$ cat config.mk
export PLATFORM = sky130hd
export DESIGN_NAME = manchester_rx_ctrl
export DESIGN_NICKNAME = d
export VERILOG_FILES = /design/src/rtl/manchester_pkg.sv /design/src/rtl/manchester_rx_ctrl_line_sync_edge.sv /design/src/rtl/manchester_rx_ctrl.sv
export SDC_FILE = /design/constraint.sdc
export NUM_CORES = 1
export LEC_CHECK = 0
export ABC_AREA = 1
export CORE_MARGIN = 5
export CORE_UTILIZATION = 59
export DETAILED_ROUTE_END_ITERATION = 6
export PLACE_DENSITY = 0.82
export SLEW_MARGIN = 20
export SYNTH_ARGS = -nofsm -noshare
export SYNTH_HDL_FRONTEND = slang
export SYNTH_SLANG_ARGS = --single-unit
$ cat constraint.sdc
create_clock -name clk -period 4.1 [get_ports clk]
set_input_delay 1.025 -clock clk [delete_from_list [all_inputs] [get_ports clk]]
set_output_delay 1.025 -clock clk [all_outputs]
set_load 0.05 [all_outputs]
$ cat src/rtl/manchester_pkg.sv
// Shared types and helpers for the Manchester receive sequencer.
// Holds default sizing, FSM encodings and the timing arithmetic.
package manchester_pkg;

    localparam int REF_W_DEF           = 4;
    localparam int CNT_W_DEF           = 6;
    localparam int TRAIN_INTERVALS_DEF = 4;
    localparam int MIN_BIT_DEF         = 8;
    localparam int MAX_BIT_DEF         = 20;

    typedef enum logic [1:0] {
        IDLE,
        TRAIN,
        RUN
    } state_t;

    typedef enum logic {
        OPEN,
        GUARD
    } window_t;

    // Cycles allowed between accepted edges before the frame ends
    function automatic int unsigned timeout_of(
        input int unsigned t
    );
        return t + (t >> 1);
    endfunction

    // Three-quarter-bit delay, clamped to what the REF bus can carry
    function automatic int unsigned ref_of(
        input int unsigned t,
        input int unsigned ref_max
    );
        int unsigned r;
        r = (3 * t) >> 2;
        return (r > ref_max) ? ref_max : r;
    endfunction

endpackage

$ cat src/rtl/manchester_rx_ctrl_line_sync_edge.sv
// Line input conditioning for the Manchester receiver.
// Two-flop synchroniser followed by a one-flop edge detector.
module line_sync_edge (
    input  logic clk,
    input  logic globalReset,
    input  logic lineIn,
    output logic lineSync,
    output logic lineEdge
);

    logic sync1;
    logic sync2;
    logic sync3;

    // Resynchronise the line and keep one extra stage for edge detect
    always_ff @(posedge clk or negedge globalReset) begin
        if (!globalReset) begin
            sync1 <= 1'b0;
            sync2 <= 1'b0;
            sync3 <= 1'b0;
        end else begin
            sync1 <= lineIn;
            sync2 <= sync1;
            sync3 <= sync2;
        end
    end

    assign lineSync = sync2;
    assign lineEdge = sync2 ^ sync3;

endmodule

$ cat src/rtl/manchester_rx_ctrl.sv
// Receive sequencer: preamble training, mid-bit sampling control
// through the external delay block, and byte assembly.
module manchester_rx_ctrl
    import manchester_pkg::*;
#(
    parameter int REF_W           = REF_W_DEF,
    parameter int CNT_W           = CNT_W_DEF,
    parameter int TRAIN_INTERVALS = TRAIN_INTERVALS_DEF,
    parameter int MIN_BIT         = MIN_BIT_DEF,
    parameter int MAX_BIT         = MAX_BIT_DEF
) (
    input  logic             clk,
    input  logic             globalReset,
    input  logic             enable,
    input  logic             lineIn,
    input  logic             delayPulse,
    output logic [REF_W-1:0] REF,
    output logic             delayStart,
    output logic [7:0]       dataOut,
    output logic             dataValid,
    output logic             locked,
    output logic             syncErr,
    output logic [CNT_W-1:0] bitPeriod
);

    localparam int TI_LOG = $clog2(TRAIN_INTERVALS);
    localparam int TC_W   = (TI_LOG > 0) ? TI_LOG : 1;
    localparam int ACC_W  = CNT_W + TI_LOG;
    localparam int unsigned REF_MAX = (1 << REF_W) - 1;

    logic line_sync;
    logic line_edge;

    state_t            state_q,      state_d;
    window_t           window_q,     window_d;
    logic [CNT_W-1:0]  int_cnt_q,    int_cnt_d;
    logic [ACC_W-1:0]  acc_q,        acc_d;
    logic [TC_W-1:0]   train_cnt_q,  train_cnt_d;
    logic [2:0]        bit_cnt_q,    bit_cnt_d;
    logic [7:0]        shreg_q,      shreg_d;
    logic [CNT_W-1:0]  bit_period_q, bit_period_d;
    logic [REF_W-1:0]  ref_q,        ref_d;
    logic [7:0]        data_q,       data_d;
    logic              data_valid_q, data_valid_d;
    logic              sync_err_q,   sync_err_d;

    logic              delay_start;
    logic              accept;
    logic [CNT_W-1:0]  interval;
    logic [ACC_W-1:0]  acc_sum;
    logic [CNT_W-1:0]  t_new;

    line_sync_edge u_line (
        .clk         (clk),
        .globalReset (globalReset),
        .lineIn      (lineIn),
        .lineSync    (line_sync),
        .lineEdge    (line_edge)
    );

    // State and datapath registers
    always_ff @(posedge clk or negedge globalReset) begin
        if (!globalReset) begin
            state_q      <= IDLE;
            window_q     <= OPEN;
            int_cnt_q    <= '0;
            acc_q        <= '0;
            train_cnt_q  <= '0;
            bit_cnt_q    <= '0;
            shreg_q      <= '0;
            bit_period_q <= '0;
            ref_q        <= '0;
            data_q       <= '0;
            data_valid_q <= 1'b0;
            sync_err_q   <= 1'b0;
        end else begin
            state_q      <= state_d;
            window_q     <= window_d;
            int_cnt_q    <= int_cnt_d;
            acc_q        <= acc_d;
            train_cnt_q  <= train_cnt_d;
            bit_cnt_q    <= bit_cnt_d;
            shreg_q      <= shreg_d;
            bit_period_q <= bit_period_d;
            ref_q        <= ref_d;
            data_q       <= data_d;
            data_valid_q <= data_valid_d;
            sync_err_q   <= sync_err_d;
        end
    end

    // Training, edge acceptance, byte assembly and timeouts
    always_comb begin
        state_d      = state_q;
        window_d     = window_q;
        int_cnt_d    = int_cnt_q;
        acc_d        = acc_q;
        train_cnt_d  = train_cnt_q;
        bit_cnt_d    = bit_cnt_q;
        shreg_d      = shreg_q;
        bit_period_d = bit_period_q;
        ref_d        = ref_q;
        data_d       = data_q;
        data_valid_d = 1'b0;
        sync_err_d   = 1'b0;
        delay_start  = 1'b0;
        accept       = 1'b0;
        interval     = int_cnt_q + CNT_W'(1);
        acc_sum      = acc_q + ACC_W'(interval);
        t_new        = CNT_W'(acc_sum >> TI_LOG);

        if (!enable) begin
            state_d     = IDLE;
            window_d    = OPEN;
            int_cnt_d   = '0;
            acc_d       = '0;
            train_cnt_d = '0;
            bit_cnt_d   = '0;
            shreg_d     = '0;
        end else begin
            case (state_q)
                IDLE: begin
                    window_d    = OPEN;
                    int_cnt_d   = '0;
                    acc_d       = '0;
                    train_cnt_d = '0;
                    bit_cnt_d   = '0;
                    shreg_d     = '0;
                    if (line_edge) state_d = TRAIN;
                end
                TRAIN: begin
                    if (line_edge) begin
                        int_cnt_d = '0;
                        if (interval < CNT_W'(MIN_BIT) ||
                            interval > CNT_W'(MAX_BIT)) begin
                            sync_err_d = 1'b1;
                            state_d    = IDLE;
                        end else if (train_cnt_q ==
                                     TC_W'(TRAIN_INTERVALS - 1)) begin
                            bit_period_d = t_new;
                            ref_d = REF_W'(ref_of(32'(t_new), REF_MAX));
                            window_d  = OPEN;
                            bit_cnt_d = '0;
                            state_d   = RUN;
                        end else begin
                            acc_d       = acc_sum;
                            train_cnt_d = train_cnt_q + TC_W'(1);
                        end
                    end else if (interval > CNT_W'(MAX_BIT)) begin
                        state_d = IDLE;
                    end else begin
                        int_cnt_d = interval;
                    end
                end
                RUN: begin
                    accept = line_edge &&
                             (window_q == OPEN || delayPulse);
                    if (window_q == GUARD && delayPulse) window_d = OPEN;
                    if (accept) begin
                        delay_start = 1'b1;
                        window_d    = GUARD;
                        int_cnt_d   = '0;
                        shreg_d     = {line_sync, shreg_q[7:1]};
                        if (bit_cnt_q == 3'd7) begin
                            data_d       = shreg_d;
                            data_valid_d = 1'b1;
                            bit_cnt_d    = '0;
                        end else begin
                            bit_cnt_d = bit_cnt_q + 3'd1;
                        end
                    end else if (32'(int_cnt_q) >=
                                 timeout_of(32'(bit_period_q))) begin
                        sync_err_d = (bit_cnt_q != 3'd0);
                        state_d    = IDLE;
                        bit_cnt_d  = '0;
                        shreg_d    = '0;
                    end else begin
                        int_cnt_d = int_cnt_q + CNT_W'(1);
                    end
                end
                default: state_d = IDLE;
            endcase
        end
    end

    assign REF        = ref_q;
    assign delayStart = delay_start;
    assign dataOut    = data_q;
    assign dataValid  = data_valid_q;
    assign locked     = (state_q == RUN);
    assign syncErr    = sync_err_q;
    assign bitPeriod  = bit_period_q;

endmodule

Word level (Yosys, flattened, before mapping)
Index checks and enable logic that the tools add are counted.
Storage, ports and cells
  bits in registers: 53
  latch bits: 0
  RAM bits: 0
  memory bits (read-only): 0
  input port bits: 5
  output and inout bits: 22
  memories kept: 0
Operators by class
  add/subtract/negate cells: 5
  $mul: 1
  div/mod/pow operators: 0
  magnitude comparators: 4
  equality and inequality tests: 20
  shift operators: 0
  mux-type cells: 58
  bitwise logic cells: 3
  reduce and logical (&&, ||, !) cells: 14
Operators by type and width (count)
  two-way mux 8 bit: 7
  case mux 8 bit (2 select lines): 2
  two-way mux 6 bit: 5
  two-way mux 2 bit: 12
  two-way mux 3 bit: 7
  AND reduction 5 bit: 4
  two-way mux 1 bit: 18
  != test 3 bit, second input constant: 6
  case mux 6 bit (3 select lines): 1
  != test 4 bit, second input constant: 3
  case mux 3 bit (3 select lines): 1
  adder 8 x 6 -> 8 bit: 1
  multiplier 2 x 6 -> 8 bit, first input constant: 1
  != test 4 x 2 -> 1 bit, second input constant: 2
  AND reduction 4 bit: 2
  adder 6 x 5 -> 7 bit: 1
  >= comparator 6 x 7 -> 1 bit: 1
  adder 6 x 1 -> 6 bit, second input constant: 1
  > comparator 6 x 4 -> 1 bit, second input constant: 1
  > comparator 6 x 5 -> 1 bit, second input constant: 1
  less-than comparator 6 x 4 -> 1 bit, second input constant: 1
  != test 3 x 1 -> 1 bit, second input constant: 2
  case mux 2 bit (3 select lines): 1
  != test 5 bit, second input constant: 1
  19 further kinds: 23

Longest topological paths before layout
  depth after elaboration: 7
  gate-level depth with buffers: 22
  mapped depth without buffers: 22

By module
Synthesis repeated with hierarchy kept, for this count alone.
Unflattened totals
  cell total of the unflattened synthesis: 434
  area total of the unflattened synthesis: 3334.4 um^2
Modules (own cells, without submodules)
  manchester_rx_ctrl: instances 1, cells an instance 426, area each 3240.6 um^2, seq. area each 1226.2 um^2
  line_sync_edge: instances 1, cells an instance 8, area each 93.8 um^2, seq. area each 75.1 um^2

Least setup slack after synthesis
OpenSTA, ideal clock, no wires.
  kind: reg-to-reg
  start: register int_cnt_q[0]
  end: register ref_q[0] (netlist: REF[0])
  setup time: 0.118 ns
  arrival: 2.798 ns
  data required time: 3.982 ns
  path slack: 1.184 ns
  stages on the path, launching flop included: 21
  path buffers: 0
  clock period less this slack: 2.916 ns
  path through: dfrtp_1 -> ha_1 -> nand3_1 -> xor2_1 -> inv_1 -> ha_1 -> nand2_1 -> nand2_1 -> a31oi_1 -> xnor2_1 -> ha_1 -> nand2_1 -> inv_1 -> nand4_1 -> nand2_1 -> nand2_1 -> nand3_1 -> nand2_1 -> nand3_1 -> nor2_1 -> nor2_1
On the way
  longest elaborated chain between the ends: 5
  elaborated cells on any way between the ends: 10
  classes of those cells: add/sub (2); mul (1); order compare (3); mux (1); bitwise (1); reduce/logical (2)
Ends and longest elaborated chain
  from (decl): RTL line manchester_rx_ctrl.sv:36  | logic [CNT_W-1:0] int_cnt_q, int_cnt_d;
  from (signal assigned): RTL line manchester_rx_ctrl.sv:79  | int_cnt_q <= int_cnt_d;
  adder 6 x 1 -> 6 bit: RTL line manchester_rx_ctrl.sv:108  | interval = int_cnt_q + CNT_W'(1);
  adder 8 x 6 -> 8 bit: RTL line manchester_rx_ctrl.sv:109  | acc_sum = acc_q + ACC_W'(interval);
  via acc_sum[5]: RTL line manchester_rx_ctrl.sv:50  | logic [ACC_W-1:0] acc_sum;
  multiplier 2 x 6 -> 8 bit: RTL line manchester_pkg.sv:35  | r = (3 * t) >> 2;
  > comparator 6 x 4 -> 1 bit: RTL line manchester_pkg.sv:36  | return (r > ref_max) ? ref_max : r;
  two-way mux 4 bit: RTL line manchester_pkg.sv:36
  to (signal assigned): RTL line manchester_rx_ctrl.sv:85  | ref_q <= ref_d;
  to (decl): RTL line manchester_rx_ctrl.sv:42  | logic [REF_W-1:0] ref_q, ref_d;
The timed path passes the listed nets, and every way through them passes these cells.
A chain may end at the register's enable or synchronous reset.

Worst setup path after layout
Ends and elaborated chain as after synthesis.

==> flow_metrics.env <==
export IMPL_outcome="completed"
export IMPL_cts_root_buffer="clkbuf_8"
export IMPL_cp_cell_sequence="ha_1 -> nand3_1 -> xor2_1 -> inv_1 -> ha_1 -> nand2_1 -> nand2_1 -> a31oi_1 -> xnor2_1 -> ha_1 -> a21oi_1 -> nand2_1 -> nand2_1 -> nor2_1 -> nor2_1 -> nand3_1 -> nor2_1 -> nor2_1"
export IMPL_seq_power_share_pct=54.6
export IMPL_slowest_delay_ns=0.46
export IMPL_max_vdd_ir_drop_uv=208.6
export IMPL_hold_violations=0
export IMPL_p_int_mw=0.6816
export IMPL_yosysUniqueCellTypes=33
export IMPL_p_leak_nw=2.022
export IMPL_power_share_clock_pct=33.6
export IMPL_power_switching_mw=0.2823
export IMPL_grt_pass1_wl_mm=12.28
export IMPL_avgSynthCellArea_sq_um=8.043
export IMPL_drive_above_1_share_pct=9.333
export IMPL_cts_tree="built"
export IMPL_crit_type="flip-flop to flip-flop"
export IMPL_critPathLaunchType="flip-flop"
export IMPL_die_h_microns=85.49
export IMPL_antenna_cells=0
export IMPL_yosysSeqAreaShare_pct=38.70
export IMPL_required_ns=4.32
export IMPL_final_nets=489
export IMPL_cts_resized=0
export IMPL_dieArea_sq_um=7308
export IMPL_routabilityCongestion=0.9169
export IMPL_insertion_delay_ns=0.31
export IMPL_ios=27
export IMPL_synth_mux_area_share_pct=0
export IMPL_antenna_found_initial=0
export IMPL_wl_per_cell_microns=12.96
export IMPL_yosys_warnings=0
export IMPL_yosys_area_share_simple_pct=27.35
export IMPL_synth_xor_area_share_pct=4.205
export IMPL_slew_violations=0
export IMPL_grt_use_total_pct=20.55
export IMPL_fin_setup_tns_ns=0
export IMPL_nFillCells=441
export IMPL_dp_hpwl_mm=5.280
export IMPL_syn_to_final_growth_pct=12.95
export IMPL_hold_buffers=0
export IMPL_min_period_over_period_pct=83.55
export IMPL_final_util_pct=68.96
export IMPL_skew_ns=0.008197
export IMPL_initial_utilization_pct=61.05
export IMPL_clk_path_buf_depth=2
export IMPL_post_cts_setup_buffers=0
export IMPL_hold_path_class="flip-flop to flip-flop"
export IMPL_min_period_ns=3.426
export IMPL_vias_per_cell=5.190
export IMPL_p_sw_share_pct=29.28
export IMPL_finalSetupViolCount=0
export IMPL_clkTransAtPathRegs_ns=0.11
export IMPL_combPwrFrac_pct=11.8
export IMPL_grt_pass1_vias=2691
export IMPL_netlist_area_sq_um=3362
export IMPL_syn_nets=458
export IMPL_fp_dieW_microns=85.49
export IMPL_wl_mm=6.764
export IMPL_synth_seq_cells=52
export IMPL_numCtsBuffers=5
export IMPL_slew_headroom_pct=41.05
export IMPL_crit_path_max_fanout=6
export IMPL_portBuffers=26
export IMPL_synth_top_family_by_area="simple AND/OR/NAND/NOR gates"
export IMPL_setup_ws_ns=0.6744
export IMPL_syn_instance_count=418
export IMPL_synthAdderAreaFrac_pct=13.70
export IMPL_maxCapViolCount=0
export IMPL_synthArstFlopShare_pct=100.0
export IMPL_grt_overflow=0
export IMPL_synth_compound_area_share_pct=9.267
export IMPL_core_sq_um=5507
export IMPL_pre_cts_slack_ns=0.7804
export IMPL_cts_sinks=52
export IMPL_cp_end_kind="flip-flop"
export IMPL_synth_main_ff_cell="dfrtp_1"
export IMPL_critPathArrivalTime_ns=3.64
export IMPL_row_count=27
export IMPL_final_antenna_net_count=0
export IMPL_synth_edff_count=0
export IMPL_grt_max_degree=40
export IMPL_vias=2709
export IMPL_rsz0062_at_grt="no"
export IMPL_dr_pass1_iters=4
export IMPL_multi_input_area_sq_um=1833
export IMPL_drt_iter0_drc=148
export IMPL_achievable_frequency_mhz=291.9
export IMPL_regArea_sq_um=1301
export IMPL_crit_path_top_delay_cell="dfrtp_1"
export IMPL_drc_errors=0
export IMPL_tightestPinTransition_ns=0.8843
export IMPL_powerDensity_nw_per_um2=253.8
export IMPL_h_tree_depth=2
## critical path: cells and delay by family (launching register included)
kind                     cells  cell delay, ns
XOR/XNOR                     2            0.49
flip-flops                   1            0.46
buffers and inverters        1            0.13
AND/OR/NAND/NOR             10            0.93
AO/OA/AOI/OAI                2            0.36
adder cells (fa/ha/maj)      3            0.96
## per-layer routing
layer	vias up	GRT usage, %	part of all wire, %
li1	1392	-	-
met1	1274	26.95	45
met2	34	35.03	51
met3	9	3.689	2.7
met4	0	5.324	1.0
met5	-	0	0
## cells in the final DEF (no fill, tap or decap), types with 2 or more instances in the layout
cell type          n
a21oi_1           12
a31oi_1            2
buf_4              3
clkbuf_8           5
clkdlybuf4s50_1   24
dfrtp_1           52
fa_1               3
ha_1              32
inv_1             47
inv_2              2
inv_6              2
nand2_1          138
nand2_2            4
nand3_1           25
nand4_1            3
nor2_1            27
nor2_4             2
o211ai_1           3
o21ai_0           13
o21ai_1            8
o21ai_2           11
or2_2              6
xnor2_1            8
xor2_1             5
## layout make-up
cell class,instances,area share [%]
Clock buffer,5,1.812
Clock inverter,3,0.7578
Inverter,50,4.942
Multi-Input combinational cell,311,48.27
Sequential cell,52,34.27
Tap cell,72,2.372
Timing Repair Buffer,29,7.578
## power by group through the flow
| stage | Clock (mW) | Combinational, mW | Sequential, mW |
|---|---|---|---|
| after floorplan | 0 | 0.0823 | 0.537 |
| after global placement | 0 | 0.111 | 0.536 |
| after detailed placement | 0 | 0.114 | 0.536 |
| after CTS | 0.331 | 0.115 | 0.526 |
| after global routing | 0.364 | 0.131 | 0.528 |
| final | 0.324 | 0.114 | 0.526 |
## cells in the mapped netlist (all sizes together), types with 2 or more instances
cell type	number	area [sq um]
nand2	142	543.0
nand3	26	142.6
inv	49	183.9
or2	6	37.54
ha	32	400.4
nand4	5	52.55
nor2	29	123.9
xnor2	8	70.07
a31oi	2	12.51
o21ai	32	201.4
dfrtp	52	1301
o211ai	3	22.52
fa	3	60.06
buf	5	40.04
a21oi	12	60.06
xor2	6	71.32
## stage by stage
stage / std cells / total power [mW] / hold slack (ns) / cell area, sq um
after floorplan: 418 / 0.6191 / 0.3312 / 3362
after global placement: 514 / 0.6469 / 0.3320 / 3700
after detailed placement: 514 / 0.6501 / 0.3428 / 3700
after CTS: 522 / 0.9719 / 0.3681 / 3797
after global routing: 522 / 1.022 / 0.3905 / 3797
final: 522 / 0.9639 / 0.3665 / 3797
## path summary, 6_finish.rpt
path,from,endpoint,slack [ns],cells past startpoint
setup / recovery,int_cnt_q[0],REF[0],0.67,18
hold reg to reg,u_line.sync1,u_line.lineSync,0.37,0
min in group asynchronous,globalReset,int_cnt_q[5],0.82,1
max in group asynchronous,globalReset,state_q[1],2.54,2
hold / removal,u_line.sync1,u_line.lineSync,0.37,0
setup reg to reg,int_cnt_q[0],REF[0],0.67,18
## kinds of logic (layout without fill, tap and decap cells)
family | count (synthesis) | count (layout)
AO/OA/AOI/OAI | 51 | 51
XOR/XNOR | 14 | 14
adder cells (fa/ha/maj) | 35 | 35
buffers and inverters | 55 | 87
flip-flops | 52 | 52
AND/OR/NAND/NOR | 211 | 211
## state kept, by name (all words and copies together), names as in the netlist, 2 cells and up
register,count
acc_q,8
bit_cnt_q,3
state_q,2
REF,4
shreg_q,7
train_cnt_q,2
bitPeriod,6
int_cnt_q,6
dataOut,8
Note: power is estimated with default switching activity, not from simulation.
